<file path="src/rtl/tx_packet_queue.sv">
// Transmit packet queue: buffers packets from the byte packet buffer and launches
// them one at a time to the sorter, pacing launches by tx_done plus a guard interval.
module tx_packet_queue #(
  parameter int unsigned PACKET_WIDTH = 8,
  parameter int unsigned DEPTH        = 4,
  parameter int unsigned GUARD_CYCLES = 16
) (
  input  logic                        clk_out_base,
  input  logic                        reset,
  input  logic [PACKET_WIDTH*8-1:0]   sys_packet,
  input  logic                        send,
  input  logic                        tx_done,
  output logic [PACKET_WIDTH*8-1:0]   packet_out,
  output logic                        ready,
  output logic                        busy,
  output logic [$clog2(DEPTH):0]      count,
  output logic                        overflow
);

  localparam int unsigned PW = PACKET_WIDTH * 8;
  localparam int unsigned AW = $clog2(DEPTH);
  localparam int unsigned CW = AW + 1;
  localparam int unsigned GW = $clog2(GUARD_CYCLES + 1);
  localparam logic [CW-1:0] FULL = CW'(DEPTH);
  localparam logic [GW-1:0] GUARD_LOAD = GW'(GUARD_CYCLES - 1);

  typedef enum logic [1:0] {IDLE, LAUNCH, WAIT_DONE, GUARD} state_t;

  state_t        state;
  logic [PW-1:0] mem [DEPTH];
  logic [AW-1:0] wr_ptr;
  logic [AW-1:0] rd_ptr;
  logic [GW-1:0] guard_cnt;
  logic          pop_c;
  logic          push_c;

  // A full queue still accepts a push in the cycle its head is popped.
  assign pop_c  = (state == LAUNCH);
  assign push_c = send && !reset && ((count != FULL) || pop_c);

  // Queue storage; contents are don't-care after reset since pointers clear.
  always_ff @(posedge clk_out_base) begin
    if (push_c) mem[wr_ptr] <= sys_packet;
  end

  // Pointers, occupancy, overflow flag and launch FSM.
  always_ff @(posedge clk_out_base) begin
    if (reset) begin
      state      <= IDLE;
      wr_ptr     <= '0;
      rd_ptr     <= '0;
      count      <= '0;
      guard_cnt  <= '0;
      overflow   <= 1'b0;
      ready      <= 1'b0;
      busy       <= 1'b0;
      packet_out <= '0;
    end else begin
      if (push_c) wr_ptr <= wr_ptr + AW'(1);
      if (pop_c)  rd_ptr <= rd_ptr + AW'(1);

      case ({push_c, pop_c})
        2'b10:   count <= count + CW'(1);
        2'b01:   count <= count - CW'(1);
        default: count <= count;
      endcase

      if (send && !push_c) overflow <= 1'b1;

      ready <= 1'b0;

      case (state)
        IDLE: begin
          if (count != '0) begin
            state      <= LAUNCH;
            packet_out <= mem[rd_ptr];
            ready      <= 1'b1;
            busy       <= 1'b1;
          end
        end
        LAUNCH: begin
          state <= WAIT_DONE;
        end
        WAIT_DONE: begin
          if (tx_done) begin
            guard_cnt <= GUARD_LOAD;
            state     <= GUARD;
          end
        end
        GUARD: begin
          if (guard_cnt == '0) begin
            state <= IDLE;
            busy  <= 1'b0;
          end else begin
            guard_cnt <= guard_cnt - GW'(1);
          end
        end
        default: begin
          state <= IDLE;
          busy  <= 1'b0;
        end
      endcase
    end
  end

endmodule

</file>
<file path="config.mk">
export PLATFORM = sky130hd
export DESIGN_NAME = tx_packet_queue
export DESIGN_NICKNAME = d
export VERILOG_FILES = /design/src/rtl/tx_packet_queue.sv
export SDC_FILE = /design/constraint.sdc
export NUM_CORES = 1
export LEC_CHECK = 0
export ABC_AREA = 0
export CAP_MARGIN = 20
export CORE_AREA = 5 5 184 186
export CTS_BUF_LIST = sky130_fd_sc_hd__clkbuf_4
export DETAILED_ROUTE_END_ITERATION = 16
export DIE_AREA = 0 0 189 191
export MAX_ROUTING_LAYER = met4
export PLACE_DENSITY = 0.69
export SYNTH_ARGS = -nofsm -noshare
export SYNTH_HDL_FRONTEND = slang
export SYNTH_SLANG_ARGS = --single-unit
</file>
<file path="constraint.sdc">
create_clock -name clk_out_base -period 7.1 [get_ports clk_out_base]
set_input_delay 2.13 -clock clk_out_base [delete_from_list [all_inputs] [get_ports clk_out_base]]
set_output_delay 2.13 -clock clk_out_base [all_outputs]
set_load 0.02 [all_outputs]
</file>
==> summary.txt <==
STA
  • Fin crit period: between 3 and 4 ns
  • RSZ-0062 raised after global routing: false
  • Max Fclk: between 200 and 300 MHz
  • Final setup viols: 0
  • Max Slew Vio Count: 0
  • Worst Skew: 0.02910 ns
  • Final period util: 0.5555
  • Rel. slew slack: 0.3270
  • Slew @ Worst Pin: roughly 1.0 ns
  • Hold Vio Cnt, Final: 0
  • Setup TNS: 0 ns

Finish
  • Fillcell total: between 2k and 3k
  • Area Overhead vs Synth: 24.76%
  • Area occupied by multi-input gates: 2576 um2
  • Share of layout cells above drive strength 1: 0.2547
  • Layout Utilization: 0.4673
  • Final instance area: 15,010 um2
  • Final #Nets: ~850
  • Sequential cell area: ~9300 um2

Synth
  • Post-synth ARST share: 0
  • Netlist Area Pre-Place: about 12,000 um2
  • Area leader, netlist: edfxtp_1
  • Yosys top cell area share: 0.6389
  • Post-synth EDFFs: about 260
  • Seq cells post-synth: 337
  • Synth Area per Inst: a little over 20 um2
  • Synth top cells by count: 256 x edfxtp_1, 81 x dfxtp_1, 64 x a22o_1, 64 x mux4_2, 15 x clkbuf_1
  • Ys Warns: 0
  • Post-synthesis cell type count: 37
  • Most common cell in the netlist: edfxtp_1
  • Synthesized instance count: just under 600
  • Sequential fraction of the synthesis area: 0.7736
  • Synth area leaders: edfxtp_1 64%, dfxtp_1 13%, mux4_2 12%
  • Ys flop type: edfxtp_1
  • Synthesized Nets: around 660

Setup path
  • Critical path origin: reset
  • Crit path cell chain: clkdlybuf4s50_1 > buf_4 > nor3b_2 > inv_1 > ha_1 > fa_1 > xnor2_1 > or3_1 > a21oi_1
  • Peak per-stage delay on the critical path: about 0.50 ns
  • Setup Crit Path Kind: primary input to register
  • Worst r2r src: state[1]
  • WP data required: approximately 7.7 ns
  • Largest delay share family, worst path: simple AND/OR/NAND/NOR gates
  • CP endpoint kind: register
  • Critical path arrival: between 4 and 5 ns
  • Slowest CP cell: nor3b_2
  • Type of origin of the critical path: primary input
  • Crit-path max FO: 20
  • Buffers & Inverters on Critical Path: 3

Detailed routing
  • WL final: 24,340 um
  • Remaining DRCs: 0
  • DR vias/cell: around 5
  • Iter 0 DRT Violations: roughly 400
  • Final ANT Viol Nets: 0
  • TritonRoute pass-1 iters: 6
  • Vias: between 6k and 7k
  • WL/cell: between 15 and 20 um

GRT
  • Largest net degree at the start of global routing: 66
  • Antenna violations before repair: 3
  • Vias in the first global route: approximately 6.6k
  • Total Routing Usage GR: 0.1389
  • Total grt overflow: 0
  • First-pass GRT wire length: about 37,000 um

CTS
  • CTS buffer count: 83
  • CTS tree: yes
  • Reg clk slew, reported paths: roughly 0.070 ns
  • Cts hold-fix bufs: 0
  • Post-CTS setup buffers: 0
  • Clock Path Buffers: 3
  • Clock Latency Late Sink: 0.67 ns
  • Post-CTS resize count: 0
  • Sink Count: 337
  • CTS HTree Levels: 3
  • Root Buffer: clkbuf_4

Power and ir drop
  • Power per cell area: just under 400 nW/um2
  • Total power: 5.804 mW
  • VDD IR max: 0.0001365 V
  • Leakage dissipation: 4.999 nW

Outcome
  • Status: complete, no violations

Placed design
  • Post-DP HPWL: 14,230 um
  • Placer congestion estimate: around 0.75
  • DP Area: about 14,000 um2
  • Buffers on Ports: 137

Floorplanning
  • DIE AREA: 36,100 um2
  • Row Count: 66
  • Die X: approximately 190 um
  • Io pins: approximately 140
  • Core ar.: approximately 32,000 um2
  • Vert. Die Dim: between 150 and 200 um
  • Initial Utilization: 0.3746

Hold path
  • Worst min path class: register to register
  • Origin of the worst min-delay path: packet_out[16]

Run
  • Number of max-cap violations: 0
==> cells in the final DEF, fill, tap and decap left out, types with 2 or more instances in the layout <==
master / instances
edfxtp_1: 256
clkdlybuf4s50_1: 137
clkbuf_4: 125
dfxtp_1: 79
mux4_2: 64
a22o_1: 64
clkinv_1: 18
nor2_1: 12
ha_1: 10
inv_1: 8
a21oi_1: 8
nand2_1: 5
and2_4: 4
nand2b_1: 4
bufinv_16: 4
clkinv_2: 4
buf_4: 4
diode_2: 3
nor3_1: 3
xnor2_1: 3
o21ai_0: 3
mux2i_1: 3
nor4b_1: 2
xor2_1: 2
clkinvlp_4: 2
dfxtp_4: 2
==> per-layer routing <==
layer	GRT usage	up-vias	wire length, um
li1	-	2847	-
met1	0.1727	3024	10280
met2	0.2200	190	12270
met3	0.03415	33	1395
met4	0.05746	0	400
met5	-	-	0
==> worst register-to-register path, cell delays in order (launching register included) <==
cell,delay [ns]
dfxtp_1,0.34
inv_1,0.09
ha_1,0.25
nor4b_1,0.11
nor3b_2,0.46
inv_1,0.09
ha_1,0.25
fa_1,0.38
xnor2_1,0.14
or3_1,0.30
a21oi_1,0.14
==> stage by stage <==
step | hold slack, ns | instances | setup WS, ns
CTS | 0.4808 | 1252 | 3.130
floorplan | 0.4790 | 580 | 2.499
finish | 0.4786 | 1255 | 3.156
global placement | 0.4633 | 1098 | 2.498
global route | 0.4937 | 1255 | 3.096
detailed placement | 0.4654 | 1098 | 2.479
==> registers in the layout, summed over array words and instances, names as in the netlist, 2 cells and up <==
register    cells
rd_ptr          2
guard_cnt       5
mem           256
count           3
packet_out     64
wr_ptr          2
state           2
==> area by class of cell <==
cell class / count / area share
Antenna cell: 3 / 0.0005001
Clock buffer: 125 / 0.06251
Clock inverter: 29 / 0.01542
Inverter: 8 / 0.002000
Multi-Input combinational cell: 204 / 0.1716
Sequential cell: 337 / 0.6206
Tap cell: 408 / 0.03401
Timing Repair Buffer: 141 / 0.09335
==> logic make-up (layout without fill, tap and decap cells) <==
| kind of cell | Yosys count | count (layout) | share of synthesized area |
|---|---|---|---|
| multiplexers | 67 | 67 | 0.1223 |
| buffers and inverters | 39 | 303 | 0.01435 |
| XOR/XNOR | 5 | 5 | 0.003640 |
| AO/OA/AOI/OAI | 82 | 82 | 0.05615 |
| adder cells (fa/ha/maj) | 11 | 11 | 0.01206 |
| other | 0 | 3 | 0 |
| AND/OR/NAND/NOR | 39 | 39 | 0.01789 |
| flip-flops | 337 | 337 | 0.7736 |
==> where the power goes <==
part | total [mW] | internal [mW] | switching [mW]
sequential | 2.62 | 2.40 | 0.223
combinational | 1.48 | 0.769 | 0.711
clock | 1.70 | 0.958 | 0.746
total | 5.80 | 4.12 | 1.68
==> path summary, 6_finish.rpt <==
check / depth (start not counted) / slack (ns) / endpoint
worst max-delay path: 9 / 3.16 / count[2]
worst min-delay path: 1 / 0.48 / packet_out[16]
worst max register to register: 10 / 4.48 / count[2]
worst min register to register: 1 / 0.48 / packet_out[16]
(Power assumes the default switching activity.)
